## src/rtl/camera_downsampler_pkg.sv

```systemverilog
// Shared constants and types for the camera capture path. The colour
// detection image processor imports the same package so both sides agree
// on screen geometry and on where the RGB332 fields sit.
package camera_downsampler_pkg;

  // Frame buffer geometry (QCIF)
  localparam int SCREEN_W = 176;
  localparam int SCREEN_H = 144;

  // Coordinate counters are 10 bits wide and saturate rather than wrap
  localparam int COORD_W = 10;
  typedef logic [COORD_W-1:0] coord_t;

  // Capture state machine encoding
  typedef enum logic [1:0] {
    ST_SYNC    = 2'd0,
    ST_VBLANK  = 2'd1,
    ST_CAPTURE = 2'd2
  } cap_state_e;

  // RGB332 field positions inside PIXEL_OUT
  localparam int R_MSB = 7;
  localparam int R_LSB = 5;
  localparam int G_MSB = 4;
  localparam int G_LSB = 2;
  localparam int B_MSB = 1;
  localparam int B_LSB = 0;

  // The image processor thresholds only the upper two bits of R and G
  localparam int R_THR_MSB = 7;
  localparam int R_THR_LSB = 6;
  localparam int G_THR_MSB = 4;
  localparam int G_THR_LSB = 3;

  // Increment that sticks at all-ones so oversize frames cannot wrap back
  // into the visible window
  function automatic coord_t coord_sat_inc(input coord_t v);
    return (v == '1) ? v : v + coord_t'(1);
  endfunction

endpackage

```

## src/rtl/camera_downsampler_rgb565_to_rgb332.sv

```systemverilog
// Pure combinational RGB565 -> RGB332 pack. The two bytes are given in
// arrival order; SWAP_BYTES says which of them carries the red field.
module camera_downsampler_rgb565_to_rgb332
  import camera_downsampler_pkg::*;
#(
  parameter bit SWAP_BYTES = 1'b0
) (
  input  logic [7:0] first_i,
  input  logic [7:0] second_i,
  output logic [7:0] pixel_o
);

  logic [7:0] hi;
  logic [7:0] lo;
  logic       unused_bits;

  // hi = RRRRRGGG, lo = GGGBBBBB; keep the top bits of R, the low G bits of
  // hi and the upper two blue bits of lo
  always_comb begin
    hi      = SWAP_BYTES ? second_i : first_i;
    lo      = SWAP_BYTES ? first_i : second_i;
    pixel_o = '0;
    pixel_o[R_MSB:R_LSB] = hi[7:5];
    pixel_o[G_MSB:G_LSB] = hi[2:0];
    pixel_o[B_MSB:B_LSB] = lo[4:3];
  end

  // Dropped colour LSBs are intentionally discarded
  assign unused_bits = ^{hi[4:3], lo[7:5], lo[2:0]};

endmodule

```

## src/rtl/camera_downsampler.sv

```systemverilog
// OV7670 capture front end: samples the RGB565 byte stream, packs each
// pixel to RGB332 and issues frame-buffer writes with X/Y coordinates.
//
// state      | meaning
// -----------+-----------------------------------------------------------
// ST_SYNC    | after reset; waiting for VSYNC high to drop any partial frame
// ST_VBLANK  | VSYNC high; counters are cleared when VSYNC falls
// ST_CAPTURE | active frame; bytes taken while HREF high, ends on VSYNC
module camera_downsampler
  import camera_downsampler_pkg::*;
#(
  parameter int WIDTH      = SCREEN_W,
  parameter int HEIGHT     = SCREEN_H,
  parameter bit SWAP_BYTES = 1'b0
) (
  input  logic       CLK,
  input  logic       RESET,
  input  logic [7:0] CAM_DATA,
  input  logic       CAM_HREF,
  input  logic       CAM_VSYNC,
  output logic [7:0] PIXEL_OUT,
  output logic       W_EN,
  output logic [9:0] WRITE_X,
  output logic [9:0] WRITE_Y,
  output logic       FRAME_DONE,
  output logic       LINE_ERR
);

  localparam coord_t WIDTH_C  = coord_t'(WIDTH);
  localparam coord_t HEIGHT_C = coord_t'(HEIGHT);

  cap_state_e state_q;
  logic       phase_q;
  logic       href_q;
  logic [7:0] byte0_q;
  coord_t     x_q;
  coord_t     y_q;

  logic [7:0] pixel_q;
  logic       wen_q;
  coord_t     wx_q;
  coord_t     wy_q;
  logic       fdone_q;
  logic       lerr_q;

  logic [7:0] pixel_d;
  coord_t     x_inc_d;
  coord_t     y_inc_d;
  logic       in_window_d;
  logic       len_bad_d;

  camera_downsampler_rgb565_to_rgb332 #(
    .SWAP_BYTES(SWAP_BYTES)
  ) u_pack (
    .first_i (byte0_q),
    .second_i(CAM_DATA),
    .pixel_o (pixel_d)
  );

  // Counter increments and the write-window / line-length qualifiers
  always_comb begin
    x_inc_d     = coord_sat_inc(x_q);
    y_inc_d     = coord_sat_inc(y_q);
    in_window_d = (x_q < WIDTH_C) && (y_q < HEIGHT_C);
    len_bad_d   = (x_q != WIDTH_C) && (y_q < HEIGHT_C);
  end

  // Capture FSM with counters, byte phase and all registered outputs
  always_ff @(posedge CLK) begin
    if (RESET) begin
      state_q <= ST_SYNC;
      phase_q <= 1'b0;
      href_q  <= 1'b0;
      byte0_q <= '0;
      x_q     <= '0;
      y_q     <= '0;
      pixel_q <= '0;
      wen_q   <= 1'b0;
      wx_q    <= '0;
      wy_q    <= '0;
      fdone_q <= 1'b0;
      lerr_q  <= 1'b0;
    end else begin
      href_q  <= CAM_HREF;
      wen_q   <= 1'b0;
      fdone_q <= 1'b0;
      unique case (state_q)
        ST_SYNC: begin
          if (CAM_VSYNC) begin
            state_q <= ST_VBLANK;
          end
        end
        ST_VBLANK: begin
          if (!CAM_VSYNC) begin
            state_q <= ST_CAPTURE;
            x_q     <= '0;
            y_q     <= '0;
            phase_q <= 1'b0;
            lerr_q  <= 1'b0;
          end
        end
        ST_CAPTURE: begin
          // VSYNC takes priority over any byte presented in the same cycle
          if (CAM_VSYNC) begin
            fdone_q <= 1'b1;
            state_q <= ST_VBLANK;
          end else if (CAM_HREF) begin
            if (!phase_q) begin
              byte0_q <= CAM_DATA;
              phase_q <= 1'b1;
            end else begin
              pixel_q <= pixel_d;
              wx_q    <= x_q;
              wy_q    <= y_q;
              wen_q   <= in_window_d;
              x_q     <= x_inc_d;
              phase_q <= 1'b0;
            end
          end else if (href_q) begin
            // End of line: a pending first byte is simply dropped
            x_q     <= '0;
            y_q     <= y_inc_d;
            phase_q <= 1'b0;
            if (phase_q || len_bad_d) begin
              lerr_q <= 1'b1;
            end
          end
        end
        default: begin
          state_q <= ST_SYNC;
        end
      endcase
    end
  end

  assign PIXEL_OUT  = pixel_q;
  assign W_EN       = wen_q;
  assign WRITE_X    = wx_q;
  assign WRITE_Y    = wy_q;
  assign FRAME_DONE = fdone_q;
  assign LINE_ERR   = lerr_q;

endmodule

```

## config.mk

```make
export PLATFORM = sky130hd
export DESIGN_NAME = camera_downsampler
export DESIGN_NICKNAME = d
export VERILOG_FILES = /design/src/rtl/camera_downsampler_pkg.sv /design/src/rtl/camera_downsampler_rgb565_to_rgb332.sv /design/src/rtl/camera_downsampler.sv
export SDC_FILE = /design/constraint.sdc
export NUM_CORES = 1
export LEC_CHECK = 0
export ABC_CLOCK_PERIOD_IN_PS = 2000
export BUFFER_PORTS_ARGS = -buffer_cell sky130_fd_sc_hd__buf_4
export CAP_MARGIN = 25
export CORE_ASPECT_RATIO = 0.7
export CORE_UTILIZATION = 53
export CTS_BUF_LIST = sky130_fd_sc_hd__clkbuf_2 sky130_fd_sc_hd__clkbuf_4 sky130_fd_sc_hd__clkbuf_8
export DETAILED_ROUTE_END_ITERATION = 10
export PLACE_DENSITY_LB_ADDON = 0.1
export SLEW_MARGIN = 40
export SYNTH_ARGS = -nofsm -noshare
export SYNTH_HDL_FRONTEND = slang
export SYNTH_HIERARCHICAL = 1
export SYNTH_SLANG_ARGS = --single-unit
```

## constraint.sdc

```tcl
create_clock -name CLK -period 2 [get_ports CLK]
set_input_delay 0.4 -clock CLK [delete_from_list [all_inputs] [get_ports CLK]]
set_output_delay 0.4 -clock CLK [all_outputs]
set_load 0.05 [all_outputs]
```

==> flow_summary.json <==
{
  "cts.sinks": 61,
  "setup_tns_ns": 0,
  "chipWidth_um": 89.0,
  "area_growth_pct": 19.3,
  "clock_skew_ns": 0.00858,
  "insertion_delay_ns": 0.34,
  "drt_pre_antenna_iters": 4,
  "rsz0062_at_grt": "no",
  "min_from": "CAM_DATA[1]",
  "post-dp-hpwl_um": 4240,
  "io_pins": 43,
  "period_needed_ns": 1.84,
  "drc": 0,
  "rr_worst_depth": 5,
  "drt_iter0_markers": 151,
  "routabilityCongestion": 0.874,
  "syn_area_per_cell_um2": 8.54,
  "worst_r2r_startpoint": "y_q[0]",
  "cts_resized": 0,
  "total_power_mw": 2.39,
  "start_util": 0.569,
  "cap_viol_max_count": 0,
  "gr-usage-met2": 0.355,
  "ys.warnings.count": 6,
  "required_ns": 2.25,
  "crit_path_start_kind": "register",
  "drive_gt1_frac": 0.235,
  "fmax_mhz": 543,
  "core_area_mm2": 0.00494,
  "use_met3": 0.0832,
  "finalSetupViolCount": 0,
  "power_density_mw_per_mm2": 712,
  "die_area_mm2": 0.00560,
  "die_y_um": 62.9,
  "pre_cts_slack_ns": 0.0739,
  "grt_pass1_vias": 2189,
  "cts_setup_buffers": 0,
  "syn_area_mm2": 0.00281,
  "endpoint_kind": "register",
  "numCtsBuffers": 9,
  "status": "complete, no violations",
  "grt_max_degree": 35,
  "root_buffer": "clkbuf_8",
  "crit_arrival_ns": 2.09,
  "relSlewSlack": 0.686,
  "htree_levels": 3,
  "diodes": 0,
  "wl_per_cell_um": 14.6,
  "io_buffer_count": 42,
  "globalRoute.busiestLayer": "met1",
  "fp-row-count": 21,
  "wl_um": 6400,
  "power.leakage_nw": 1.27,
  "clock_path_buffers": 2,
  "worst_slack_ns": 0.158,
  "r2r_slack_ns": 0.16,
  "hold_violations": 0,
  "grt_pass1_wl_um": 10900,
  "worstMarginPinSlew_ns": 0.470,
  "ant_nets": 0,
  "via_per_inst": 5.67,
  "drv_slew": 0,
  "grt_use_total": 0.255,
  "crit_fanout": 7,
  "min_to": "byte0_q[1]",
  "path_clk_slew_ns": 0.07,
  "timing.rr.end": "y_q[6]",
  "antenna_found_initial": 0,
  "ctsHoldBuffers": 0,
  "cpPeakStageDelay_ns": 0.39,
  "syn-num-nets": 344,
  "syn_inst": 329,
  "hold-path-cell-count": 3,
  "tritoncts": "done",
  "hold_path.class": "input port to register",
  "final_net_count": 380,
  "crit_chain": "ha_1, and3_1, and4_4, or3_4, o41ai_2",
  "nFillCells": 430,
  "vdd_ir_drop_max_v": 0.000539,
  "min_period_over_period": 0.921,
  "vias": 2490,
  "grt-ovfl-total": 0,
  "grtUsageMet1": 0.370,
  "cpMaxStageDelayCell": "or3_4",
  "path_class": "register to register"
}
-- metal layers --
layer	wire, um	up-vias
met1	3240	1152
met2	2630	94
met3	481	5
li1	-	1239
met5	0	-
met4	46	0
-- state kept, by name, summed over array words and instances, names as in the netlist --
| signal | count |
|---|---|
| x_q | 10 |
| byte0_q | 6 |
| phase_q | 1 |
| y_q | 10 |
| FRAME_DONE | 1 |
| LINE_ERR | 1 |
| W_EN | 1 |
| state_q | 2 |
| WRITE_Y | 10 |
| PIXEL_OUT | 8 |
| WRITE_X | 10 |
| href_q | 1 |
-- layout make-up --
cell class                      count  area [um^2]  share of cell area
Clock buffer                       12          165              0.0493
Clock inverter                      4         31.3             0.00933
Inverter                            8         30.0             0.00896
Multi-Input combinational cell    227         1370               0.408
Sequential cell                    61         1220               0.365
Tap cell                           69         86.3              0.0258
Timing Repair Buffer               58          448               0.134
-- per-stage QoR --
stage,utilization,instances,hold WS [ns],area (um^2)
2_1_floorplan,-,329,0.449,2810
3_3_place_gp,0.638,423,0.439,3150
3_5_place_dp,0.638,423,0.445,3150
4_1_cts,0.677,439,0.275,3350
5_1_grt,0.679,439,0.288,3350
6_report,0.679,439,0.286,3350
-- worst max path at each step --
| stage | startpoint | end | slack (ns) | cells after the start |
|---|---|---|---|---|
| 3_3_place_gp | y_q[0] | y_q[6] | 0.12 | 5 |
| 4_1_cts | y_q[0] | y_q[6] | 0.05 | 5 |
| 6_report | y_q[0] | y_q[6] | 0.16 | 5 |
| 3_5_place_dp | y_q[0] | y_q[5] | 0.07 | 5 |
| 5_1_grt | state_q[1] | x_q[4] | 0.05 | 5 |
| 2_1_floorplan | y_q[0] | y_q[5] | 0.06 | 8 |
-- critical path, delay by kind of cell (launching register included) --
family | cells | cell delay, ns
AOI/OAI and AO/OA | 1 | 0.28
adders and majority gates | 1 | 0.25
DFF | 1 | 0.36
and+or+nand+nor | 3 | 0.86
-- cell usage in the layout (no fill, tap or decap), drive strengths merged, types with 3 or more instances in the layout --
cell	n
nand2	62
dfxtp	61
buf	58
a21oi	37
nor2	15
clkbuf	12
nand3	11
mux2i	10
inv	8
or3	7
a211oi	6
nor3	6
o21ai	6
o41ai	6
a31oi	5
nand4	5
or4	5
o311ai	5
nor4	5
and2	3
o31ai	3
ha	3
clkinvlp	3
nor2b	3
nor3b	3
and4	3
-- where the power goes --
group          internal (mW)  switching (mW)  leakage, nW
Combinational         0.0409          0.0642        0.689
Clock                  0.553           0.502       0.0908
Sequential              1.22         0.00757        0.492
Total                   1.81           0.574         1.27
Note: power is estimated with default switching activity, not from simulation.
